[config.mk]
export PLATFORM = sky130hd
export DESIGN_NAME = draw_source_scheduler
export DESIGN_NICKNAME = d
export VERILOG_FILES = /design/src/rtl/draw_sched_pkg.sv /design/src/rtl/lowest_set_picker.sv /design/src/rtl/draw_source_scheduler.sv
export SDC_FILE = /design/constraint.sdc
export NUM_CORES = 1
export LEC_CHECK = 0
export BUFFER_PORTS_ARGS = -buffer_cell sky130_fd_sc_hd__buf_2
export CORE_ASPECT_RATIO = 1.1
export CORE_MARGIN = 3
export CORE_UTILIZATION = 56
export CTS_CLUSTER_SIZE = 30
export DETAILED_ROUTE_END_ITERATION = 7
export HOLD_SLACK_MARGIN = 0.08
export PLACE_DENSITY_LB_ADDON = 0.2
export SKIP_LAST_GASP = 1
export SLEW_MARGIN = 20
export SYNTH_ARGS = -nofsm -noshare
export SYNTH_HDL_FRONTEND = slang
export SYNTH_SLANG_ARGS = --single-unit
[constraint.sdc]
create_clock -name clk -period 4.7 [get_ports clk]
set_input_delay 0.94 -clock clk [delete_from_list [all_inputs] [get_ports clk]]
set_output_delay 0.94 -clock clk [all_outputs]
set_load 0.05 [all_outputs]
[src/rtl/draw_sched_pkg.sv]
// Shared types and constants for the draw source scheduler.
// Holds the pass FSM state encoding and the counter widths.
package draw_sched_pkg;

  localparam int MAX_SOURCES = 16;
  localparam int DROP_CNT_W  = 8;

  typedef enum logic [2:0] {
    ST_IDLE     = 3'd0,
    ST_WAIT_BUF = 3'd1,
    ST_SCAN     = 3'd2,
    ST_START    = 3'd3,
    ST_DRAW     = 3'd4,
    ST_FINISH   = 3'd5
  } sched_state_t;

  // Select width for n sources; never narrower than one bit.
  function automatic int src_w(input int n);
    return (n > 1) ? $clog2(n) : 1;
  endfunction

endpackage

[src/rtl/lowest_set_picker.sv]
// Combinational priority picker: index of the lowest set bit of a mask.
// The lowest index wins, which gives painter's order (background first).
module lowest_set_picker #(
  parameter int N     = 2,
  parameter int SRC_W = 1
) (
  input  logic [N-1:0]     pending_i,
  output logic             valid_o,
  output logic [SRC_W-1:0] index_o
);

  always_comb begin
    valid_o = 1'b0;
    index_o = '0;
    // Walk downward so the last match written is the lowest index.
    for (int i = N - 1; i >= 0; i--) begin
      if (pending_i[i]) begin
        valid_o = 1'b1;
        index_o = SRC_W'(i);
      end
    end
  end

endmodule

[src/rtl/draw_source_scheduler.sv]
// Per-frame sequencer for the frame-buffer write port among draw units.
// Grants sources lowest index first, counts dropped frames, flags hung units.
module draw_source_scheduler
  import draw_sched_pkg::*;
#(
  parameter  int NUM_SOURCES = 2,
  parameter  int TIMEOUT_CYC = 400000,
  localparam int SRC_W       = src_w(NUM_SOURCES)
) (
  input  logic                   clk,
  input  logic                   rst,
  input  logic                   frame,
  input  logic                   buffer_ready,
  input  logic [NUM_SOURCES-1:0] src_req,
  input  logic [NUM_SOURCES-1:0] src_done,
  output logic [NUM_SOURCES-1:0] src_start,
  output logic [NUM_SOURCES-1:0] src_grant,
  output logic [SRC_W-1:0]       write_source_sel,
  output logic                   pass_busy,
  output logic                   pass_done,
  output logic [DROP_CNT_W-1:0]  dropped_frames,
  output logic                   timeout_err
);

  localparam bit          TMO_EN    = (TIMEOUT_CYC != 0);
  localparam logic [31:0] TMO_LIMIT = 32'(TIMEOUT_CYC - 1);
  localparam logic [DROP_CNT_W-1:0] DROP_MAX = '1;

  sched_state_t           state_q, state_d;
  logic [NUM_SOURCES-1:0] pending_q, pending_d;
  logic [SRC_W-1:0]       sel_q, sel_d;
  logic [31:0]            tmo_cnt_q, tmo_cnt_d;
  logic [DROP_CNT_W-1:0]  drop_cnt_q, drop_cnt_d;
  logic                   tmo_err_q, tmo_err_d;

  logic                   pick_valid;
  logic [SRC_W-1:0]       pick_idx;
  logic [NUM_SOURCES-1:0] sel_onehot;
  logic                   grant_active;
  logic                   done_hit;
  logic                   timeout_hit;

  lowest_set_picker #(
    .N     (NUM_SOURCES),
    .SRC_W (SRC_W)
  ) u_picker (
    .pending_i (pending_q),
    .valid_o   (pick_valid),
    .index_o   (pick_idx)
  );

  assign sel_onehot   = NUM_SOURCES'(1) << sel_q;
  assign grant_active = (state_q == ST_START) || (state_q == ST_DRAW);
  assign done_hit     = |(src_done & sel_onehot);
  assign timeout_hit  = TMO_EN && (tmo_cnt_q >= TMO_LIMIT);

  always_comb begin
    state_d   = state_q;
    pending_d = pending_q;
    sel_d     = sel_q;
    tmo_err_d = tmo_err_q;
    case (state_q)
      ST_IDLE: begin
        if (frame) begin
          pending_d = src_req;
          state_d   = ST_WAIT_BUF;
        end
      end
      // An empty request set skips the buffer wait and closes the pass at once.
      ST_WAIT_BUF: begin
        if (pending_q == '0) state_d = ST_FINISH;
        else if (buffer_ready) state_d = ST_SCAN;
      end
      ST_SCAN: begin
        if (pick_valid) begin
          sel_d   = pick_idx;
          state_d = ST_START;
        end else begin
          state_d = ST_FINISH;
        end
      end
      ST_START, ST_DRAW: begin
        if (done_hit) begin
          pending_d = pending_q & ~sel_onehot;
          state_d   = ST_SCAN;
        end else if (timeout_hit) begin
          pending_d = pending_q & ~sel_onehot;
          tmo_err_d = 1'b1;
          state_d   = ST_SCAN;
        end else begin
          state_d = ST_DRAW;
        end
      end
      ST_FINISH: state_d = ST_IDLE;
      default:   state_d = ST_IDLE;
    endcase
  end

  // Counter is zero during START, so the grant lasts exactly TIMEOUT_CYC cycles.
  always_comb begin
    tmo_cnt_d = grant_active ? tmo_cnt_q + 32'd1 : 32'd0;
  end

  always_comb begin
    drop_cnt_d = drop_cnt_q;
    if (frame && (state_q != ST_IDLE) && (drop_cnt_q != DROP_MAX))
      drop_cnt_d = drop_cnt_q + 1'b1;
  end

  always_ff @(posedge clk or posedge rst) begin
    if (rst) begin
      state_q    <= ST_IDLE;
      pending_q  <= '0;
      sel_q      <= '0;
      tmo_cnt_q  <= '0;
      drop_cnt_q <= '0;
      tmo_err_q  <= 1'b0;
    end else begin
      state_q    <= state_d;
      pending_q  <= pending_d;
      sel_q      <= sel_d;
      tmo_cnt_q  <= tmo_cnt_d;
      drop_cnt_q <= drop_cnt_d;
      tmo_err_q  <= tmo_err_d;
    end
  end

  assign src_grant        = grant_active ? sel_onehot : '0;
  assign src_start        = (state_q == ST_START) ? sel_onehot : '0;
  assign write_source_sel = sel_q;
  assign pass_busy        = (state_q != ST_IDLE);
  assign pass_done        = (state_q == ST_FINISH);
  assign dropped_frames   = drop_cnt_q;
  assign timeout_err      = tmo_err_q;

endmodule

Yosys cells after proc, flatten, opt, wreduce, memory -nomap -nowiden
Index checks and enable logic that the tools add are counted.
{"block": "word_totals", "regBits": 47, "output_inout_bits": 16, "elab_cells": 53}
{"block": "classes", "addsub": 2, "order_cmp": 1, "n_eq_ne": 9, "shifts": 1, "n_mux": 17, "bitwise_logic": 4, "reduce_logical": 13}
{"op": "$add 32x1->32 const B", "n": 1}
{"op": "$ge 32x19->1 const B", "n": 1}
{"op": "$mux 32", "n": 1}
{"op": "$mux 3", "n": 6}
{"op": "$pmux 3 s4", "n": 1}
{"op": "$mux 2", "n": 5}
{"op": "$add 8x1->8 const B", "n": 1}
{"op": "$ne 8x8->1 const B", "n": 1}
{"op": "$eq 3x2->1 const B", "n": 2}
{"op": "$eq 3x3->1 const B", "n": 2}
{"op": "$ne 3x3->1 const B", "n": 2}
{"op": "$reduce_and 3->1", "n": 2}
{"op": "$and 2x2->2", "n": 2}
{"op": "$pmux 2 s2", "n": 1}
{"op": "$reduce_and 2->1", "n": 2}
{"op": "$reduce_or 2->1", "n": 2}
{"op": "$eq 3x1->1 const B", "n": 1}
{"op": "$logic_not 3->1", "n": 1}
{"op": "$mux 1", "n": 3}
{"op": "$reduce_bool 3->1", "n": 1}
{"op": "$logic_and 1x1->1", "n": 2}
{"op": "$logic_not 2->1", "n": 1}
{"op": "$ne 2x2->1 const B", "n": 1}
{"op": "$not 2->2", "n": 1}
{"op": "4 further kinds", "n": 4}

Logic depth before layout (Yosys ltp)
Gate-level depths: netlist of run 1.
{"block": "depth", "ltp_word": 6, "ltp_mapped": 6}

Cells and area by module
From an unflattened synthesis of run 1, not the netlist that was laid out.
{"block": "hier_totals", "hier_cells": 267, "hier_area_um2": 2690.1}
{"mod": "draw_source_scheduler", "instances": 1, "cells_per_inst": 265, "area_per_inst_um2": 2675.1}
{"mod": "lowest_set_picker", "instances": 1, "cells_per_inst": 2, "area_per_inst_um2": 15.0}

Worst setup path before layout of run 1
No wires, ideal clock.
{"block": "synth_path", "kind": "flip-flop to output port", "start": "register state_q[2]", "end": "output port src_grant[1]", "t_arrival_ps": 1728, "t_required_ps": 3760, "slack_ps": 2032, "path_stages_with_launch": 5, "path_buffers": 1, "path_cell_list": "dfrtp_1 > buf_2 > nor3b_1 > a21oi_1 > nor2b_1"}
{"block": "synth_between", "elab_chain_cells": 3, "word_cells_on_any_way": 4}
{"element": "start: declaration", "line": "draw_source_scheduler.sv:29", "source": "sched_state_t state_q, state_d;"}
{"element": "start signal: assignment", "line": "draw_source_scheduler.sv:119", "source": "state_q <= state_d;"}
{"element": "$eq 3x2->1 / $eq 3x3->1 (equally long branches)", "line": "draw_source_scheduler.sv:53", "source": "assign grant_active = (state_q == ST_START) || (state_q == ST_DRAW);"}
{"element": "$logic_or 1x1->1 (*)", "line": "draw_source_scheduler.sv:53"}
{"element": "$mux 2 (*)", "line": "draw_source_scheduler.sv:128", "source": "assign src_grant = grant_active ? sel_onehot : '0;"}
{"element": "end: declaration", "line": "draw_source_scheduler.sv:17", "source": "output logic [NUM_SOURCES-1:0] src_grant,"}
Mark *: on every way between the ends. The rest lies on a longest branch, timed or not.

Worst setup path after layout of run 1
{"block": "layout_path", "start": "register state_q[1]", "end": "output port src_grant[1]"}
The elaborated chain is that of the path after synthesis.

==> results.txt, run 1 <==
input/output buffers -> 23
critical path buffer and inverter count -> 2
Critical Path End Type -> output pin
vias per cell -> 5.751
Die X -> 68.26 um
FFs w/ async S/R, synth -> 100.0%
cell taking the most area after synthesis -> dfrtp_1
Tot GR Track Use -> 19.67%
Final setup violation count -> 0
DP HPWL -> 2.967 mm
Vias -> 1,869
main combinational cell family by area after synthesis -> simple AND/OR/NAND/NOR gates
drt pass-1 iters -> 4
CP startpoint kind -> register
Antenna Nets Post-Route -> 0
Mapped Avg Cell Area -> 9.626 sq um
worst path cell trace -> nor3b_1, a21oi_2, buf_4, nor2b_1, buf_2
postcts setup bufs -> 0
Hold Crit Start -> timeout_err
simple-gate share of the synthesized area -> 26.68%
Synth Warn # -> 0
Starting Density -> 59.33%
DR WL/cell -> 13.30 um
largest net degree at the start of global routing -> 48
Placed Instances -> 317
Post-synth EDFFs -> 0
Post-Syn Instances -> 248
Syn Std Cell Area -> 2387 sq um
crit path max fanout -> 36
IO Count -> 24
worst slack after detailed placement -> 2.006 ns
post-CTS resize count -> 0
clock period minus worst slack -> 3.026 ns
finished layout cell area -> 2630 sq um
Max-cap violations -> 0
pins over their slew limit -> 0
Max stage delay on crit path -> 0.52 ns
# H-tree levels -> 2
fmax -> 330.4 MHz
post-synthesis sequential area ratio -> 49.27%
Final Hold Vio Count -> 0
mux cell area share after synthesis -> 1.363%
Hold Path Class -> reg2reg
GP Congestion -> 0.8127
FP Rows -> 24
placed cell areas -> 2546 sq um
RSZ-0062 raised after global routing -> no
Crit Path Category -> reg2out
CTS buffer count -> 5
XOR/XNOR Fraction of Synth Area -> 11.74%
cts hold-fix bufs -> 0
first-pass GRT wire length -> 7.617 mm
#FFs+latches synth -> 47
nets -> 282
reg2reg start -> tmo_cnt_q[0]
slew margin rel. -> 36.11%
Cell Pwr Density -> 449.8 nW/um^2
total grt overflow -> 0
Synth cell types -> 39
CTS tree -> yes
ratio of cells with drive above 1 in the final layout -> 14.29%
vias in the first global route -> 1,782
Clk Latency, worst-skew pair -> 0.30 ns
Least-Margin Pin Slew -> 0.9569 ns
setup slack after layout -> 1.674 ns
Peak VDD IR -> 236.5 uV
Leak -> 1.175 nW
Mapped Nets -> 258
Sum Neg Setup Slack -> 0 ns
core area -> 4024 sq um
top-area cell type share of the netlist area -> 49.27%
1st-iter DRT viols -> 98
Setup crit start -> state_q[1]
fin util -> 65.36%
Synth Area in Compound Gates -> 7.128%
Non-Filler Instances -> 325
antenna violations before repair -> 0
adder-cell share of the synthesized area -> 1.048%
clock root cell -> clkbuf_8
status -> complete, no violations
CTS Buffer Depth -> 2
residual DRC count -> 0
Tcrit/Tclk final -> 64.39%
slowest CP cell -> dfrtp_1
DRT Wirelength -> 4.321 mm
CP required -> 3.76 ns
Area growth, synth to finish -> 10.17%
Worst Skew -> 0.009265 ns
hold slack -> 0.4779 ns
clock slew at reported path FFs -> 0.09 ns
PnR Total Power -> 1.183 mW
die height -> 74.48 um
Synth Flop Type -> dfrtp_1
clock sink count -> 47
Crit path max-delay family -> simple AND/OR/NAND/NOR gates
Antenna diodes -> 0
Die ar. -> 5084 sq um
most area-consuming cells after synthesis -> dfrtp_1, xor2_1, nor2_1, nand4_1, xnor2_1
critical path arrival -> 2.09 ns
==> placed cells by master, fill, tap and decap left out, types with 3 or more instances in the layout <==
cell type / count
xnor2_1: 9
nand4_1: 13
dfrtp_1: 47
nor2_1: 37
a21oi_1: 8
and3_1: 6
xor2_1: 23
or3_1: 4
nor4_1: 6
clkinv_2: 3
and4_1: 3
nor2b_1: 4
nand3_1: 15
inv_1: 8
buf_2: 23
nand2_1: 15
nor3_1: 5
clkbuf_8: 5
o21ai_0: 9
==> layer usage <==
metal,track usage (%),wire length [um],up-vias
li1,-,-,923
met1,24.83,2024,907
met2,32.66,2062,34
met3,4.985,183,5
met4,6.843,51,0
met5,0,0,-
==> path summary, 6_finish.rpt <==
| check | endpoint | slack (ns) | depth (start not counted) |
|---|---|---|---|
| worst max-delay path | src_grant[1] | 1.67 | 5 |
| worst min register to register | timeout_err | 0.48 | 1 |
| max in group asynchronous | tmo_cnt_q[29] | 3.25 | 2 |
| worst max register to register | state_q[1] | 2.54 | 6 |
| min in group asynchronous | dropped_frames[6] | 0.85 | 2 |
| worst min-delay path | timeout_err | 0.48 | 1 |
==> cell families after synthesis <==
kind of cell / after synthesis
AO/OA/AOI/OAI: 28
AND/OR/NAND/NOR: 120
buffers and inverters: 16
flip-flops: 47
adder cells (fa/ha/maj): 2
multiplexers: 3
XOR/XNOR: 32
==> Yosys cell counts, drive strengths merged (2+ instances only) <==
cell type	instances
nor2b	4
buf	3
a32oi	2
and4	3
inv	9
xor2	23
nor4	7
dfrtp	47
or4	2
ha	2
clkbuf	4
nor2	38
nand3	17
o211ai	2
xnor2	9
nand4	13
o21ai	9
o21bai	2
or3	4
mux2	2
nand2	15
nor3	5
a21oi	9
nor3b	2
and3	6
==> state kept, by name, indices dropped and copies added, names as in the netlist <==
name              count
tmo_cnt_q            32
pending_q             2
dropped_frames        8
write_source_sel      1
timeout_err           1
state_q               3
==> final cells by class <==
type / count / area, sq um
clock buffer: 5 / 68.82
clock inverter: 3 / 15.01
fill: 336 / 1394
inverter: 9 / 33.78
multi-input combinational: 185 / 1149
sequential: 47 / 1176
tap: 52 / 65.06
timing repair buffer: 24 / 122.6
==> power by group <==
part           internal, mW  switching (mW)
Clock                 0.102           0.132
Sequential            0.456          0.0857
Combinational         0.115           0.292
No activity file was read; power rests on OpenSTA's default activity.
==> inputs of run 2 (changes only) <==
- ABC_AREA: unset -> 1
- CORE_UTILIZATION: 56 -> 54
- clock period: 4.7 -> 2.6 ns (I/O delays scaled with it)
==> run 2 against run 1 <==
Against the previous run:
- register-to-register slack lost 1.7 ns
- area after synthesis increased by 14%
- critical path type unchanged
- cell count grew 36%
- first-iteration DRC count increased by 96%
- largest cell class is now multi-input gates
- total power increased by 94%
- final area rose by 13%
- highest routed layer unchanged
- critical path depth up 1
- clock-buffer cell count grew 1
- wire length up 38%
==> results.txt, run 2 <==
status -> complete, no violations
max reg flops -> 32 (unchanged)
Least-Margin Pin Slew -> 0.5994 ns (-0.3575 ns)
vias per cell -> 5.406 (-6.0%)
CP most frequent cell -> inv_1
Die X -> 73.80 um (+8.1%)
Register Area -> 1176 sq um (unchanged)
Die ar. -> 5946 sq um (+17%)
Crit Path Category -> reg2out
most area-consuming cells after synthesis -> dfrtp_1, nand2_1, nor2_1, inv_1, xor2_1
Vias -> 2,395 (+28%)
slew margin rel. -> 59.98% (+24 points)
Synth cell types -> 33 (-15%)
GR Layer Usage met2 -> 37.32% (+4.7 points)
Leak -> 1.436 nW (+22%)
input/output buffers -> 23 (unchanged)
Post-Syn Instances -> 357 (+44%)
leading cell types by count after synthesis -> nand2_1, nor2_1, dfrtp_1
busiest grt layer -> met2
# H-tree levels -> 2 (unchanged)
pins over their slew limit -> 0 (unchanged)
CP required -> 2.08 ns (-1.68 ns)
IO Count -> 24 (unchanged)
#FFs+latches synth -> 47 (unchanged)
CTS buffer count -> 5 (unchanged)
Setup crit end -> src_grant[1]
clock slew at reported path FFs -> 0.09 ns (about the same)
Max-cap violations -> 0 (unchanged)
Final Hold Vio Count -> 0 (unchanged)
largest net degree at the start of global routing -> 30 (-38%)
DRT Wirelength -> 5.981 mm (+38%)
Syn Std Cell Area -> 2730 sq um (+14%)
critical path buffer and inverter count -> 3 (+1)
Sum Neg Setup Slack -> 0 ns (unchanged)
Post-synth EDFFs -> 0 (unchanged)
Crit Reg-Reg Endpoint -> tmo_cnt_q[30]
vias in the first global route -> 2,281 (+28%)
DP HPWL -> 4.515 mm (+52%)
reg2reg start -> tmo_cnt_q[0]
critical path arrival -> 1.50 ns (-0.59 ns)
CP startpoint kind -> register
fmax -> 495.1 MHz
cell taking the most area after synthesis -> dfrtp_1
Max stage delay on crit path -> 0.40 ns (-0.12 ns)
first-pass GRT wire length -> 10.33 mm (+36%)
Crit path max-delay family -> buffers and inverters
most frequent cells in the layout -> nand2_1, nor2_1, dfrtp_1
slowest CP cell -> dfrtp_1
CTS tree -> yes
worst path cell trace -> inv_1, nand3_1, nand2_1, inv_1, nor2_1, buf_2
die height -> 80.58 um (+8.2%)
top-area cell type share of the netlist area -> 43.08% (-6.2 points)
Synth Warn # -> 0 (unchanged)
Top reg by flops -> tmo_cnt_q
worst r2r path cells -> 12 (+6)
Tot GR Track Use -> 22.61% (+2.9 points)
Mapped Avg Cell Area -> 7.647 sq um (-21%)
M1 GR Usage -> 29.09% (+4.3 points)
fin util -> 62.78% (-2.6 points)
Antenna diodes -> 0 (unchanged)
FP Rows -> 26 (+8.3%)
Synth Flop Type -> dfrtp_1
Antenna Nets Post-Route -> 0 (unchanged)
Hold Path Class -> in2async
met3 Usage GRT -> 4.005% (-0.98 points)
# fillers -> 430 (+28%)
postcts setup bufs -> 0 (unchanged)
Cell Pwr Density -> 769.2 nW/um^2 (+71%)
Critical Path End Type -> output pin
Mapped Nets -> 367 (+42%)
clock period minus worst slack -> 2.020 ns
post-synthesis sequential area ratio -> 43.08% (-6.2 points)
post-CTS resize count -> 0 (unchanged)
Setup crit start -> state_q[2]
FFs w/ async S/R, synth -> 100.0% (unchanged)
1st-iter DRT viols -> 192 (+96%)
commonest non-fill, non-tap cell in the layout -> nand2_1
CTS Buffer Depth -> 2 (unchanged)
clock sink count -> 47 (unchanged)
most common cell in the netlist -> nand2_1
core area -> 4750 sq um (+18%)
antenna violations before repair -> 0 (unchanged)
GP Congestion -> 0.9121 (+12%)
Area growth, synth to finish -> 9.212%
nets -> 396 (+40%)
cts hold-fix bufs -> 0 (unchanged)
Tcrit/Tclk final -> 77.69%
total grt overflow -> 0 (unchanged)
crit path max fanout -> 5 (-86%)
DR WL/cell -> 13.50 um (+1.5%)
WP depth -> 6 (+1)
worst reg2reg setup slack -> 0.83 ns (-1.71 ns)
drt pass-1 iters -> 6 (+2)
Starting Density -> 57.48% (-1.8 points)
Multi-input gate area -> 1351 sq um (+18%)
Final setup violation count -> 0 (unchanged)
ratio of cells with drive above 1 in the final layout -> 15.25% (+0.96 points)
clock root cell -> clkbuf_8
Peak VDD IR -> 715.8 uV (+200%)
Worst Skew -> 0.008337 ns (-0.0009284 ns)
residual DRC count -> 0 (unchanged)
Clk Latency, worst-skew pair -> 0.31 ns (about the same)
RSZ-0062 raised after global routing -> no
## run 2: power by group
| part | internal, mW | switching (mW) |
|---|---|---|
| clock | 0.189 | 0.262 |
| sequential | 0.829 | 0.112 |
| combinational | 0.237 | 0.666 |
| total | 1.25 | 1.04 |
## run 2: worst min-delay path by stage
stage,depth (start not counted),end,slack (ns),startpoint
after floorplan,1,tmo_cnt_q[0],0.47,tmo_cnt_q[0]
after global placement,1,timeout_err,0.44,timeout_err
after detailed placement,1,timeout_err,0.45,timeout_err
after CTS,2,state_q[0],0.29,rst
after global routing,2,tmo_cnt_q[24],0.31,rst
final,2,tmo_cnt_q[24],0.27,rst
## run 2: final cells by class
| class | count | area share, % |
|---|---|---|
| Multi-Input combinational cell | 264 | 45.32 |
| Clock inverter | 2 | 0.4196 |
| Inverter | 41 | 5.162 |
| Sequential cell | 47 | 39.45 |
| Tap cell | 56 | 2.350 |
| Timing Repair Buffer | 27 | 4.868 |
| Clock buffer | 6 | 2.434 |
## run 2: cells by family after synthesis
kind of cell | after synthesis | synth area share [%]
and+or+nand+nor | 210 | 36.02
DFF | 47 | 43.08
buffers and inverters | 46 | 7.424
AOI/OAI and AO/OA | 35 | 7.104
xor gates and xnor gates | 17 | 5.454
adders and majority gates | 2 | 0.9164
## run 2: metal layers
layer | vias to the layer above | wire, um
met5 | - | 0
met4 | 0 | 137
met3 | 11 | 302
met2 | 70 | 2831
met1 | 1105 | 2709
li1 | 1209 | -
## run 2: metrics by stage
stage / instances / power, mW / area [sq um] / worst slack (ns) / hold slack (ns)
finish: 443 / 2.294 / 2982 / 0.5801 / 0.2671
global placement: 435 / 1.851 / 2897 / 0.8698 / 0.4398
global route: 443 / 2.439 / 2982 / 0.4557 / 0.3123
floorplan: 357 / 1.626 / 2730 / 0.3620 / 0.4662
CTS: 443 / 2.298 / 2982 / 0.5657 / 0.2883
detailed placement: 435 / 1.852 / 2897 / 0.8298 / 0.4487
==> inputs of run 3 (changes only) <==
- ABC_AREA: 1 -> 0
- CORE_UTILIZATION: 54 -> 56
- clock period: 2.6 -> 2 ns (I/O delays scaled with it)
==> run 3 against run 2 <==
Against the previous run:
- final area fell by 7.5%
- highest routed layer unchanged
- die area fell by 15%
- flip-flop and latch count did not move
- via count fell by 21%
- worst hold slack got worse by 0.14 ns
- first-iteration DRC count fell by 60%
- setup slack got worse by 0.48 ns
- largest power group unchanged
- combinational power rose by 21%
==> results.txt, run 3 (synthesis results as in run 1) <==
Placed Instances -> 326 (-25%)
Peak VDD IR -> 470.6 uV (-34%)
CTS buffer count -> 5 (unchanged)
Leak -> 1.234 nW (-14%)
die height -> 74.48 um (-7.6%)
DP HPWL -> 3.270 mm (-28%)
total grt overflow -> 0 (unchanged)
slew margin rel. -> 66.46% (+6.5 points)
1st-iter DRT viols -> 77 (-60%)
Vias -> 1,887 (-21%)
Area growth, synth to finish -> 15.51%
clock slew at reported path FFs -> 0.08 ns (about the same)
Antenna diodes -> 0 (unchanged)
finished layout cell area -> 2758 sq um (-7.5%)
DRT Wirelength -> 4.680 mm (-22%)
vias per cell -> 5.667 (+4.8%)
commonest non-fill, non-tap cell in the layout -> dfrtp_1
Die X -> 68.26 um (-7.5%)
placed cell areas -> 2644 sq um (-8.7%)
Tcrit/Tclk final -> 94.87%
core area -> 4024 sq um (-15%)
Critical Path End Type -> output pin
# fillers -> 335 (-22%)
most frequent cells in the layout -> dfrtp_1, nor2_1, xor2_1
Tot GR Track Use -> 20.27% (-2.3 points)
GP Congestion -> 0.8168 (-10%)
DR WL/cell -> 14.05 um (+4.1%)
Max-cap violations -> 0 (unchanged)
hold slack -> 0.1240 ns (-0.1431 ns)
Die ar. -> 5084 sq um (-15%)
largest net degree at the start of global routing -> 35 (+17%)
Sum Neg Setup Slack -> 0 ns (unchanged)
first-pass GRT wire length -> 7.790 mm (-25%)
setup slack after layout -> 0.1025 ns (-0.4776 ns)
RSZ-0062 raised after global routing -> yes
# H-tree levels -> 2 (unchanged)
pins over their slew limit -> 0 (unchanged)
Starting Density -> 59.33% (+1.8 points)
CP startpoint kind -> register
ratio of cells with drive above 1 in the final layout -> 19.57% (+4.3 points)
FP Rows -> 24 (-7.7%)
Least-Margin Pin Slew -> 0.5024 ns (-0.09707 ns)
Cell Pwr Density -> 1055 nW/um^2 (+37%)
Final Hold Vio Count -> 0 (unchanged)
vias in the first global route -> 1,750 (-23%)
Setup crit start -> state_q[2]
worst slack after detailed placement -> 0.1472 ns (-0.6826 ns)
clock period minus worst slack -> 1.897 ns
status -> complete, no violations
Clk Latency, worst-skew pair -> 0.29 ns (-0.02 ns)
CTS Buffer Depth -> 2 (unchanged)
Final setup violation count -> 0 (unchanged)
IO Count -> 24 (unchanged)
input/output buffers -> 23 (unchanged)
critical path arrival -> 1.50 ns (about the same)
Hold Path Class -> in2async
Antenna Nets Post-Route -> 0 (unchanged)
CTS tree -> yes
max reg flops -> 32 (unchanged)
residual DRC count -> 0 (unchanged)
CP required -> 1.60 ns (-0.48 ns)
nets -> 291 (-27%)
antenna violations before repair -> 0 (unchanged)
Crit Path Category -> reg2out
crit path max fanout -> 10 (+5)
Non-Filler Instances -> 333 (-25%)
clock root cell -> clkbuf_8
drt pass-1 iters -> 4 (-2)
Top reg by flops -> tmo_cnt_q
fmax -> 527.0 MHz
Worst Skew -> 0.006480 ns (-0.001857 ns)
clock sink count -> 47 (unchanged)
reg2reg start -> tmo_cnt_q[0]
## run 3: changes by cell type in the layout (fill, tap and decap cells not counted), sizes merged, moves of 6 or more
cell,change
nand2,-68
nor2,-33
inv,-32
nor3,-14
xor2,+13
o21ai,-8
and3,+6
buf,+6
## run 3: final cells by class
type	instances	area (sq um)	share of cell area (%)
multi-input cells	185	1176	42.65
flip-flops and latches	47	1177	42.70
clock buffers	6	82.58	2.995
well taps	52	65.06	2.359
repair buffers	33	217.7	7.895
inverters	9	33.78	1.225
clock inverters	1	5.005	0.1815
## run 3: layer usage
| layer | part of all wire, % | global-route usage [%] | wire length, um | up-vias |
|---|---|---|---|---|
| li1 | - | - | - | 935 |
| met1 | 46 | 25.15 | 2147 | 910 |
| met2 | 50 | 34.58 | 2322 | 38 |
| met3 | 3.8 | 4.683 | 177 | 4 |
| met4 | 0.66 | 6.843 | 31 | 0 |
| met5 | 0 | 0 | 0 | - |
## run 3: worst paths after layout
path	end	slack, ns	cells past startpoint
max reg2reg	tmo_cnt_q[14]	0.20	6
min	dropped_frames[7]	0.12	2
min in group clk	pending_q[0]	0.37	3
max in group asynchronous	tmo_cnt_q[27]	1.37	3
min reg2reg	timeout_err	0.48	1
max	src_grant[1]	0.10	4
## run 3: worst max-delay path: stages, from the launching register on
cell and delay [ns]:
dfrtp_2 0.48, nor3b_2 0.19, a21oi_2 0.25, nor2b_2 0.08, buf_4 0.20
## run 3: stage by stage
stage | utilization [%] | power, mW
2_1_floorplan | - | 2.030
3_3_place_gp | 65.70 | 2.323
3_5_place_dp | 65.70 | 2.345
4_1_cts | 68.07 | 2.932
5_1_grt | 68.53 | 3.077
6_report | 68.53 | 2.910
## run 3: timing repair
item	CTS	global route
buffers inserted	0	0
cloned	0	0
hold endpoints to repair	0	0
gates resized for setup	2	5
setup endpoints to repair	2	11
hold buffers	0	0
## run 3: power breakdown
group | switching, mW | internal [mW] | leakage (nW) | total [mW]
registers | 0.172 | 1.07 | 0.636 | 1.25
clock network | 0.299 | 0.271 | 0.0470 | 0.571
logic | 0.745 | 0.348 | 0.551 | 1.09
